$ cat src/rtl/ddcb_pkg.sv
// Shared types and width helpers for the delay-tap sweep block.
// No logic, no latency; the sweep state encoding and sync depth live here.
package ddcb_pkg;

  localparam int SYNC_STAGES = 2;

  typedef enum logic [2:0] {
    ST_IDLE,
    ST_SETTLE,
    ST_SAMPLE,
    ST_EVAL,
    ST_DONE
  } sweep_state_e;

  function automatic int sel_w(input int taps);
    return (taps > 1) ? $clog2(taps) : 1;
  endfunction

  function automatic int cnt_w(input int n);
    return (n > 1) ? $clog2(n) : 1;
  endfunction

endpackage

$ cat src/rtl/delay_tap_sweep_if.sv
// Host/delay-line bundle for delay_tap_sweep; master drives lines and controls.
// No storage; the sweep side never stalls the host, req is simply ignored while busy.
interface delay_tap_sweep_if #(
  parameter int TAPS     = 16,
  parameter int CHANNELS = 2,
  parameter int SEL_W    = ddcb_pkg::sel_w(TAPS)
);
  logic [CHANNELS*TAPS-1:0]  delay_lines;
  logic                      mode;
  logic [CHANNELS*SEL_W-1:0] manual_sel;
  logic                      req;
  logic                      busy;
  logic                      done;
  logic [CHANNELS-1:0]       found;
  logic [CHANNELS*SEL_W-1:0] locked_sel;
  logic [CHANNELS-1:0]       out;

  modport master (
    output delay_lines, mode, manual_sel, req,
    input  busy, done, found, locked_sel, out
  );

  modport slave (
    input  delay_lines, mode, manual_sel, req,
    output busy, done, found, locked_sel, out
  );
endinterface

$ cat src/rtl/tap_hit_counter.sv
// Per-channel 2-flop synchronizer feeding a hit counter with a majority flag.
// Sync adds 2 cycles before a sample can count; clear has priority over en.
module tap_hit_counter #(
  parameter int SAMPLES = 8,
  localparam int HW     = ddcb_pkg::cnt_w(SAMPLES + 1)
) (
  input  logic          clk,
  input  logic          rst,
  input  logic          clear,
  input  logic          en,
  input  logic          din,
  output logic [HW-1:0] hits,
  output logic          majority
);
  import ddcb_pkg::*;

  localparam logic [HW-1:0] HALF = HW'(SAMPLES / 2);

  logic [SYNC_STAGES-1:0] sync_q, sync_d;
  logic [HW-1:0]          hits_q, hits_d;

  always_comb begin
    sync_d = {sync_q[SYNC_STAGES-2:0], din};
    hits_d = hits_q;
    if (clear) begin
      hits_d = '0;
    end else if (en) begin
      hits_d = hits_q + HW'(sync_q[SYNC_STAGES-1]);
    end
  end

  always_ff @(posedge clk) begin
    if (rst) begin
      sync_q <= '0;
      hits_q <= '0;
    end else begin
      sync_q <= sync_d;
      hits_q <= hits_d;
    end
  end

  assign hits     = hits_q;
  assign majority = (hits_q >= HALF);
endmodule

$ cat src/rtl/delay_tap_sweep.sv
// Multi-channel delay-line tap mux with a sweep FSM that locks the first tap sampling high.
// out is combinational from registered active_sel; each swept tap costs SETTLE+2+SAMPLES+1 cycles; req ignored while busy.
module delay_tap_sweep #(
  parameter int TAPS     = 16,
  parameter int CHANNELS = 2,
  parameter int SETTLE   = 4,
  parameter int SAMPLES  = 8,
  parameter int SEL_W    = ddcb_pkg::sel_w(TAPS)
) (
  input logic              clk,
  input logic              rst,
  delay_tap_sweep_if.slave bus
);
  import ddcb_pkg::*;

  localparam int SETTLE_CYC = SETTLE + SYNC_STAGES;
  localparam int SCW        = cnt_w(SETTLE_CYC);
  localparam int MCW        = cnt_w(SAMPLES);
  localparam int HW         = cnt_w(SAMPLES + 1);

  localparam logic [SEL_W-1:0] TAP_LAST    = SEL_W'(TAPS - 1);
  localparam logic [SCW-1:0]   SETTLE_LAST = SCW'(SETTLE_CYC - 1);
  localparam logic [MCW-1:0]   SAMPLE_LAST = MCW'(SAMPLES - 1);

  typedef logic [CHANNELS-1:0][SEL_W-1:0] sel_vec_t;

  sweep_state_e              state_q, state_d;
  logic [SEL_W-1:0]          tap_q, tap_d;
  logic [SCW-1:0]            settle_cnt_q, settle_cnt_d;
  logic [MCW-1:0]            sample_cnt_q, sample_cnt_d;
  logic                      busy_q, busy_d;
  logic                      done_q, done_d;
  logic [CHANNELS-1:0]       found_q, found_d;
  sel_vec_t                  locked_sel_q, locked_sel_d;
  sel_vec_t                  active_sel_q, active_sel_d;
  sel_vec_t                  manual_v;
  logic                      hit_clear;
  logic                      sweeping_d;
  logic [CHANNELS-1:0]       majority;
  logic [CHANNELS-1:0][HW-1:0] hits;
  logic [TAPS-1:0]           line_c;

  assign manual_v = bus.manual_sel;

  always_comb begin
    state_d      = state_q;
    tap_d        = tap_q;
    settle_cnt_d = settle_cnt_q;
    sample_cnt_d = sample_cnt_q;
    busy_d       = busy_q;
    done_d       = 1'b0;
    found_d      = found_q;
    locked_sel_d = locked_sel_q;
    hit_clear    = 1'b0;
    case (state_q)
      ST_IDLE: begin
        if (bus.req && bus.mode) begin
          state_d      = ST_SETTLE;
          tap_d        = '0;
          settle_cnt_d = '0;
          busy_d       = 1'b1;
          found_d      = '0;
          hit_clear    = 1'b1;
        end
      end
      ST_SETTLE: begin
        if (settle_cnt_q == SETTLE_LAST) begin
          settle_cnt_d = '0;
          sample_cnt_d = '0;
          state_d      = ST_SAMPLE;
        end else begin
          settle_cnt_d = settle_cnt_q + 1'b1;
        end
      end
      ST_SAMPLE: begin
        if (sample_cnt_q == SAMPLE_LAST) begin
          sample_cnt_d = '0;
          state_d      = ST_EVAL;
        end else begin
          sample_cnt_d = sample_cnt_q + 1'b1;
        end
      end
      ST_EVAL: begin
        hit_clear = 1'b1;
        // Only the first qualifying tap is kept; later taps cannot move a lock.
        for (int c = 0; c < CHANNELS; c++) begin
          if (!found_q[c] && majority[c] && (hits[c] != '0)) begin
            found_d[c]      = 1'b1;
            locked_sel_d[c] = tap_q;
          end
        end
        if ((tap_q == TAP_LAST) || (&found_d)) begin
          state_d = ST_DONE;
          busy_d  = 1'b0;
          done_d  = 1'b1;
        end else begin
          tap_d   = tap_q + 1'b1;
          state_d = ST_SETTLE;
        end
      end
      ST_DONE: state_d = ST_IDLE;
      default: state_d = ST_IDLE;
    endcase
  end

  // Selection follows the next state so the swept tap lands on the same edge as the FSM.
  always_comb begin
    sweeping_d   = state_d inside {ST_SETTLE, ST_SAMPLE, ST_EVAL};
    active_sel_d = '0;
    for (int c = 0; c < CHANNELS; c++) begin
      if (sweeping_d) begin
        active_sel_d[c] = tap_d;
      end else if (!bus.mode) begin
        active_sel_d[c] = (manual_v[c] > TAP_LAST) ? TAP_LAST : manual_v[c];
      end else begin
        active_sel_d[c] = locked_sel_d[c];
      end
    end
  end

  always_ff @(posedge clk) begin
    if (rst) begin
      state_q      <= ST_IDLE;
      tap_q        <= '0;
      settle_cnt_q <= '0;
      sample_cnt_q <= '0;
      busy_q       <= 1'b0;
      done_q       <= 1'b0;
      found_q      <= '0;
      locked_sel_q <= '0;
      active_sel_q <= '0;
    end else begin
      state_q      <= state_d;
      tap_q        <= tap_d;
      settle_cnt_q <= settle_cnt_d;
      sample_cnt_q <= sample_cnt_d;
      busy_q       <= busy_d;
      done_q       <= done_d;
      found_q      <= found_d;
      locked_sel_q <= locked_sel_d;
      active_sel_q <= active_sel_d;
    end
  end

  always_comb begin
    line_c  = '0;
    bus.out = '0;
    for (int c = 0; c < CHANNELS; c++) begin
      line_c     = bus.delay_lines[c*TAPS +: TAPS];
      bus.out[c] = line_c[active_sel_q[c]];
    end
  end

  for (genvar g = 0; g < CHANNELS; g++) begin : g_ch
    tap_hit_counter #(.SAMPLES(SAMPLES)) u_hit (
      .clk      (clk),
      .rst      (rst),
      .clear    (hit_clear),
      .en       (state_q == ST_SAMPLE),
      .din      (bus.out[g]),
      .hits     (hits[g]),
      .majority (majority[g])
    );
  end

  assign bus.busy       = busy_q;
  assign bus.done       = done_q;
  assign bus.found      = found_q;
  assign bus.locked_sel = locked_sel_q;
endmodule

$ cat src/flat_wrapper.sv
// flat-port wrapper written by rule: the top's interface ports become plain ports
module delay_tap_sweep_flat import ddcb_pkg::*;
#(
  parameter int TAPS     = 16,
  parameter int CHANNELS = 2,
  parameter int SETTLE   = 4,
  parameter int SAMPLES  = 8,
  parameter int SEL_W    = ddcb_pkg::sel_w(TAPS)
)
  (clk, rst, bus_delay_lines, bus_mode, bus_manual_sel, bus_req, bus_busy, bus_done, bus_found, bus_locked_sel, bus_out);
  delay_tap_sweep_if #(.TAPS(TAPS), .CHANNELS(CHANNELS), .SEL_W(SEL_W)) bus_i ();
  input logic clk;
  input logic rst;
  input wire logic [$bits(bus_i.delay_lines)-1:0] bus_delay_lines;
  input wire logic [$bits(bus_i.mode)-1:0] bus_mode;
  input wire logic [$bits(bus_i.manual_sel)-1:0] bus_manual_sel;
  input wire logic [$bits(bus_i.req)-1:0] bus_req;
  output wire logic [$bits(bus_i.busy)-1:0] bus_busy;
  output wire logic [$bits(bus_i.done)-1:0] bus_done;
  output wire logic [$bits(bus_i.found)-1:0] bus_found;
  output wire logic [$bits(bus_i.locked_sel)-1:0] bus_locked_sel;
  output wire logic [$bits(bus_i.out)-1:0] bus_out;
  assign bus_i.delay_lines = bus_delay_lines;
  assign bus_i.mode = bus_mode;
  assign bus_i.manual_sel = bus_manual_sel;
  assign bus_i.req = bus_req;
  assign bus_busy = bus_i.busy;
  assign bus_done = bus_i.done;
  assign bus_found = bus_i.found;
  assign bus_locked_sel = bus_i.locked_sel;
  assign bus_out = bus_i.out;
  delay_tap_sweep #(.TAPS(TAPS), .CHANNELS(CHANNELS), .SETTLE(SETTLE), .SAMPLES(SAMPLES), .SEL_W(SEL_W)) u_core (.clk(clk), .rst(rst), .bus(bus_i));
endmodule
$ cat config.mk
export PLATFORM = sky130hd
export DESIGN_NAME = delay_tap_sweep_flat
export DESIGN_NICKNAME = d
export VERILOG_FILES = /design/src/rtl/ddcb_pkg.sv /design/src/rtl/delay_tap_sweep_if.sv /design/src/rtl/tap_hit_counter.sv /design/src/rtl/delay_tap_sweep.sv /design/src/flat_wrapper.sv
export SDC_FILE = /design/constraint.sdc
export NUM_CORES = 1
export LEC_CHECK = 0
export BUFFER_PORTS_ARGS = -buffer_cell sky130_fd_sc_hd__buf_4
export CAP_MARGIN = 20
export CELL_PAD_IN_SITES_DETAIL_PLACEMENT = 1
export CELL_PAD_IN_SITES_GLOBAL_PLACEMENT = 1
export CORE_ASPECT_RATIO = 0.8
export CORE_MARGIN = 2
export CORE_UTILIZATION = 40
export CTS_CLUSTER_DIAMETER = 120
export CTS_CLUSTER_SIZE = 16
export DETAILED_ROUTE_END_ITERATION = 12
export HOLD_SLACK_MARGIN = 0.06
export PLACE_DENSITY = 0.9
export SYNTH_ARGS = -nofsm -noshare
export SYNTH_HDL_FRONTEND = slang
export SYNTH_SLANG_ARGS = --single-unit
export TNS_END_PERCENT = 5
$ cat constraint.sdc
create_clock -name clk -period 2.1 [get_ports clk]
set_input_delay 0.42 -clock clk [delete_from_list [all_inputs] [get_ports clk]]
set_output_delay 0.42 -clock clk [all_outputs]
set_load 0.05 [all_outputs]
# Word level (Yosys, flattened, before mapping)
# Index checks and enable logic that the tools add are counted.
# word_totals
ff_bits,45
input_bits,44
output_inout_bits,14
# op_classes
mux,39
n_addsub,5
n_reduce_logical,22
n_bitwise,1
n_lt_le_gt_ge,6
eq_ne,12
# op_table
operator,count
2-to-1 mux 4 bit,10
2-to-1 mux 3 bit,8
"== test 3 x 2 -> 1 bit, second input constant",4
one-hot mux 3 bit (2 select lines),2
one-hot mux 3 bit (4 select lines),1
"less-than comparator 4 x 5 -> 1 bit, second input constant",2
2-to-1 mux 1 bit,10
adder 4 x 1 -> 4 bit,2
binary-select mux 1 bit (select 4 bit),2
"greater-or-equal comparator 4 x 3 -> 1 bit, second input constant",2
"greater-than comparator 4 bit, second input constant",2
2-to-1 mux 8 bit,1
one-hot mux 4 bit (2 select lines),1
AND reduction 2 bit,4
nonzero test 4 bit,2
"adder 3 x 1 -> 3 bit, second input constant",2
"== test 3 x 1 -> 1 bit, second input constant",2
"== test 3 bit, second input constant",2
"inequality test 2 x 1 -> 1 bit, second input constant",3
nonzero test 2 bit,3
logical AND 1 bit,5
"adder 4 x 1 -> 4 bit, second input constant",1
"== test 4 bit, second input constant",1
one-hot mux 1 bit (2 select lines),2
other kinds (9),11

# Longest topological paths before layout
# Gate-level depths: netlist (run 1).
# logic_depth
ltp_word,12
depth_mapped,8
ltp_nobuf,6

# By module
# A second synthesis (run 1) with hierarchy kept.
# hier_totals
hier_cells,227
hier_area_um2,2341.0
# modules_own_cells
mod,cells_per_inst,seq_area_each_um2,area_each_um2,n_inst
delay_tap_sweep,181,660.6,1820.5,1
tap_hit_counter,23,120.1,260.2,2

# Worst setup path before layout (run 1)
# No wires, ideal clock.
# synth_path
kind,flip-flop to output port
start,register u_core.active_sel_q[0] (netlist name)
end,output bus_out[0]
t_arrival_ps,1599
setup_slack_ps,81
path_buffers,1
stages_incl_launch_ff,4
required_ps,1680
path_cell_list,dfxtp_1 -> mux4_1 -> mux4_2 -> buf_4
# synth_via
elab_chain_len,2
# synth_lines
item,line_no,rtl
"start, declared",delay_tap_sweep.sv:35,"sel_vec_t active_sel_q, active_sel_d;"
"start signal, assigned",delay_tap_sweep.sv:141,active_sel_q <= active_sel_d;
binary-select mux 1 bit (select 4 bit),delay_tap_sweep.sv:150,bus.out[c] = line_c[active_sel_q[c]];
2-to-1 mux 1 bit (not written as such),delay_tap_sweep.sv:150,
"end, declared",flat_wrapper.sv:22,output wire logic [$bits(bus_i.out)-1:0] bus_out;
# Every way passes these cells. The select of a mux whose other input is x is not followed.

# Worst setup path after layout (run 1)
# layout_path
start,register u_core.active_sel_q[4] (netlist name)
end,output bus_out[1]
# The elaborated chain is that of the path after synthesis.

==> reports/metrics.csv, run 1 <==
metric;value;unit
status;complete, but fails checks;
violations;negative setup slack;
period_share;113;%
crit_path_end_kind;output port;
via_per_inst;5.70;
netSwitchingFraction;24.9;%
p_leak;1.19;nW
antenna_found_initial;0;
vias;1927;
synth_nets;266;
ff_latch_area;908;sq um
cp.required;1680;ps
grt_max_degree;34;
syn_to_final_growth;27.1;%
irDropWorstVdd;0.281;mV
rows;24;
grt_use_total;22.1;%
start_util;41.2;%
cts_tree;done;
setup_viol_count_final;2;
dp.cells;329;
drt-total-wl;6.67;mm
final_max_slew_viol_count;0;
power;1.81;mW
final.setup.worst_slack;-263;ps
clk_pin_slew;90;ps
drive_gt1_share;33.3;%
grt_overflow;0;
synth-async-reset-ratio;0;%
internal_power;1.36;mW
mostFrequentLayoutCells;buf_4 (60), dfxtp_1 (43), nor2_1 (36), mux2i_1 (13), a21oi_1 (12);
root_buffer;clkbuf_8;
ys.flop_type;dfxtp_1;
tightest_slew;560;ps
cts_max_path_buffers;2;
ys_types;46;
grt_pass1_vias;1994;
skew;11.4;ps
core-area;0.00541;sq mm
die_area;0.00618;sq mm
hpwl;4.92;mm
fin_cells;338;
dieWidth;87.4;um
synthCells;215;
htree_levels;2;
multi_input_area;0.00124;sq mm
ys_seq_area_share;40.5;%
finalHoldViolCount;0;
synth-warning-count;0;
critical_path.max_fanout;4;
syn_area;0.00223;sq mm
synth_seq_cells;45;
pwr-share-seq;49.3;%
dr.first_iter.drc_count;99;
io_pins;58;
io_buffers;57;
nets;323;
cp-start-kind;flip-flop;
worst_hold_slack;456;ps
synth_edf_count;0;
rsz0062_at_grt;yes;
layout_commonest_cell;buf_4;
num_antenna_cells;0;
combPwrFrac;13.6;%
fp.dieH;70.7;um
nFillCells;608;
gp_congestion;0.761;
clk_latency;310;ps
routedWlPerCell;19.7;um
p_switching;0.452;mW
max_freq;423;MHz
relSlewSlack;62.3;%
syn_avg_cell_area;10.4;sq um
layout_min_cycle_time;2360;ps
worst-setup-path-type;flip-flop to output port;
postRouteAntennaNets;0;
grt_pass1_wl;10.4;mm
cts.sinks;45;
drc;0;
pwr-share-clk;37.1;%
drv_cap;0;
cts_made_buffers;5;
ctsHoldBuffers;0;
hold_class;flip-flop to flip-flop;
crit_arrival;1940;ps
powerDensity;641;mW/mm^2
dr.pass1.iters;4;
## flip-flops by register name (all words and copies together) (netlist names)
| register | cells |
|---|---|
| u_core.active_sel_q | 8 |
| u_core.bus.locked_sel | 8 |
| u_core.g_ch.u_hit.hits | 8 |
| u_core.g_ch.u_hit.sync_q | 4 |
| u_core.tap_q | 4 |
| u_core.sample_cnt_q | 3 |
| u_core.settle_cnt_q | 3 |
| u_core.state_q | 3 |
| u_core.bus.found | 2 |
| u_core.bus.busy | 1 |
| u_core.bus.done | 1 |
## timing repair
| item | CTS | global route |
|---|---|---|
| cloned | 0 | 0 |
| resized for setup | 8 | 5 |
| buffers inserted | 1 | 0 |
| setup endpoints to repair | 2 | 7 |
## layout make-up
cell class | instances | share of cell area, %
Clock inverter | 3 | 1.64
Clock buffer | 5 | 2.43
Timing Repair Buffer | 62 | 16.8
Inverter | 3 | 0.398
Tap cell | 65 | 2.87
Sequential cell | 45 | 32.1
Multi-Input combinational cell | 155 | 43.7
## critical path: stages (launching register included)
cell     delay (ps)
dfxtp_4         400
mux4_2          520
mux4_2          540
buf_8           180
## logic make-up (layout without fill, tap and decap cells)
group | Yosys count | after routing | synth area share [%]
AND/OR/NAND/NOR | 82 | 82 | 20.1
flip-flops | 45 | 45 | 40.5
AO/OA/AOI/OAI | 39 | 39 | 13.2
multiplexers | 23 | 23 | 17.3
buffers and inverters | 15 | 73 | 3.48
adder cells (fa/ha/maj) | 7 | 7 | 3.93
XOR/XNOR | 4 | 4 | 1.57
## cells in the mapped netlist (5+ instances only)
cell type	n	area share, %
a211o_1	6	2.4
nor2_1	36	6.1
mux4_1	8	9.4
dfxtp_1	45	40
a21oi_1	12	2.7
nand2_1	9	1.5
ha_1	7	3.9
nand3_1	6	1.3
nor3_1	5	1.1
clkbuf_1	6	1.0
mux2i_1	13	5.8
## power groups by stage
stage / clock network (mW) / logic, mW / registers (mW)
3_3_place_gp: 0 / 0.212 / 0.911
4_1_cts: 0.679 / 0.238 / 0.893
6_report: 0.672 / 0.246 / 0.894
3_5_place_dp: 0 / 0.225 / 0.914
5_1_grt: 0.714 / 0.260 / 0.897
2_1_floorplan: 0 / 0.138 / 0.909
## layer usage
metal	global-route usage [%]	share of wire (%)	wire length, um
met1	27.8	43	2860
met2	37.0	49	3240
met3	4.32	4.8	323
met5	0	0	0
met4	9.23	3.7	245
## worst paths after layout
check,cells past startpoint,slack (ps),start,endpoint
max reg2reg,6,80,u_core.sample_cnt_q[0]$_SDFFE_PP0P_,u_core.active_sel_q[1]$_SDFF_PP0_
min,1,460,u_core.g_ch[1].u_hit.sync_q[0]$_SDFF_PP0_,u_core.g_ch[1].u_hit.sync_q[1]$_SDFF_PP0_
max,3,-260,u_core.active_sel_q[4]$_SDFF_PP0_,bus_out[1]
min reg2reg,1,460,u_core.g_ch[1].u_hit.sync_q[0]$_SDFF_PP0_,u_core.g_ch[1].u_hit.sync_q[1]$_SDFF_PP0_
## stage by stage
step	cell area (sq um)	setup WS [ps]	setup TNS, ps	util (%)
2_1_floorplan	2230	80.8	0	-
3_3_place_gp	2700	-33.8	-56.4	49.9
3_5_place_dp	2700	-115	-206	49.9
4_1_cts	2830	-259	-498	52.3
5_1_grt	2830	-299	-583	52.4
6_report	2830	-263	-504	52.4
Note: power is estimated with default switching activity, not from simulation.
==> run 2: changes to the inputs <==
Settings changed: SKIP_CTS_REPAIR_TIMING from default to 1.
==> reports/metrics.csv, run 2 (synthesized netlist as in run 1, its figures left out) <==
metric;value;unit;change
crit_path_end_kind;output port;;
finalHoldViolCount;0;;unchanged
worst_hold_slack;456;ps;+0.285 ps
status;complete, but fails checks;;
post-place-ws;-115;ps;unchanged
grtUsageMet3;3.62;%;-0.70 points
final_max_slew_viol_count;0;;unchanged
internal_power;1.36;mW;-0.27%
grt_use_total;21.4;%;-0.66 points
skew;11.1;ps;-0.293 ps
grt_util_met1;27.2;%;-0.59 points
crit_arrival;1940;ps;about the same
htree_levels;2;;unchanged
syn_to_final_growth;26.8;%;
hpwl;4.92;mm;unchanged
final.setup.worst_slack;-262;ps;+0.514 ps
dr.first_iter.drc_count;96;;-3.0%
power;1.81;mW;-0.32%
irDropWorstVdd;0.283;mV;+0.75%
clk_latency;310;ps;about the same
hold_class;flip-flop to flip-flop;;
nets;322;;-0.31%
pwr-share-seq;49.5;%;+0.2 points
die_area;0.00618;sq mm;unchanged
layout_commonest_cell;buf_4;;
grt_pass1_wl;10.0;mm;-3.3%
fp.dieH;70.7;um;unchanged
via_per_inst;5.56;;-2.5%
nFillCells;610;;+0.33%
rsz0062_at_grt;yes;;
powerDensity;640;mW/mm^2;about the same
cp.required;1680;ps;about the same
dieWidth;87.4;um;unchanged
p_leak;1.19;nW;-0.40%
drt-total-wl;6.50;mm;-2.5%
grt_pass1_vias;1958;;-1.8%
p_switching;0.450;mW;-0.46%
pwr-share-clk;37.2;%;about the same
violations;negative setup slack;;
io_pins;58;;unchanged
vias;1873;;-2.8%
root_buffer;clkbuf_8;;
tightest_slew;563;ps;+2.80 ps
netSwitchingFraction;24.9;%;-0.035 points
layout_min_cycle_time;2360;ps;-0.514 ps
grt_overflow;0;;unchanged
grt-busiest-layer;met2;;
mostFrequentLayoutCells;buf_4 (59), dfxtp_1 (43), nor2_1 (36), mux2i_1 (13), a21oi_1 (12);;
dr.pass1.iters;4;;unchanged
rows;24;;unchanged
clk_pin_slew;90;ps;about the same
critical_path.max_fanout;4;;unchanged
cp-start-kind;flip-flop;;
drive_gt1_share;33.1;%;-0.25 points
cts.sinks;45;;unchanged
core-area;0.00541;sq mm;unchanged
routedWlPerCell;19.3;um;-2.2%
antenna_found_initial;0;;unchanged
period_share;112;%;about the same
drv_cap;0;;unchanged
max_freq;423;MHz;about the same
drc;0;;unchanged
combPwrFrac;13.3;%;-0.3 points
cts_tree;done;;
worst-setup-path-type;flip-flop to output port;;
num_antenna_cells;0;;unchanged
grt_use_met2;36.4;%;-0.67 points
io_buffers;57;;unchanged
fin_area;0.00282;sq mm;-0.26%
cts_max_path_buffers;2;;unchanged
start_util;41.2;%;unchanged
relSlewSlack;62.2;%;-0.19 points
postRouteAntennaNets;0;;unchanged
placed_area;0.00270;sq mm;unchanged
setup_viol_count_final;2;;unchanged
gp_congestion;0.761;;unchanged
grt_max_degree;34;;unchanged
cts_made_buffers;5;;unchanged
-- run 2: per-layer routing --
metal | wire (um) | share of wire [%]
met1 | 2940 | 45
met3 | 196 | 3.0
met4 | 122 | 1.9
met5 | 0 | 0
met2 | 3240 | 50
-- run 2: area by class of cell --
type                    count  area, sq um  share of cell area, %
inverters                   3         11.3                  0.399
clock buffers               5         68.8                   2.44
repair buffers             61          469                   16.6
flip-flops and latches     45          908                   32.2
multi-input cells         155         1240                   43.8
well taps                  65         81.3                   2.88
clock inverters             3         46.3                   1.64
-- run 2: worst paths after layout --
kind,startpoint,endpoint,slack [ps],depth (start not counted)
worst min register to register,u_core.g_ch[1].u_hit.sync_q[0]$_SDFF_PP0_,u_core.g_ch[1].u_hit.sync_q[1]$_SDFF_PP0_,460,1
worst min-delay path,u_core.g_ch[1].u_hit.sync_q[0]$_SDFF_PP0_,u_core.g_ch[1].u_hit.sync_q[1]$_SDFF_PP0_,460,1
worst max-delay path,u_core.active_sel_q[4]$_SDFF_PP0_,bus_out[1],-260,3
worst max register to register,u_core.sample_cnt_q[0]$_SDFFE_PP0P_,u_core.active_sel_q[1]$_SDFF_PP0_,120,6
-- run 2: critical path, stage by stage (launching register included) --
cell and delay [ps]:
dfxtp_4 400, mux4_2 520, mux4_2 540, buf_8 180
-- run 2: stage by stage --
stage               setup TNS (ps)  util (%)  cells
floorplan                        0         -    215
global placement             -56.4      49.9    329
detailed placement            -206      49.9    329
CTS                           -842      52.1    337
global route                  -581      52.2    337
finish                        -509      52.2    337
-- run 2: power groups by stage --
stage          combinational (mW)  clock (mW)  sequential, mW
2_1_floorplan               0.138           0           0.909
5_1_grt                     0.254       0.714           0.897
6_report                    0.240       0.673           0.894
4_1_cts                     0.228       0.679           0.894
3_3_place_gp                0.212           0           0.911
3_5_place_dp                0.225           0           0.914
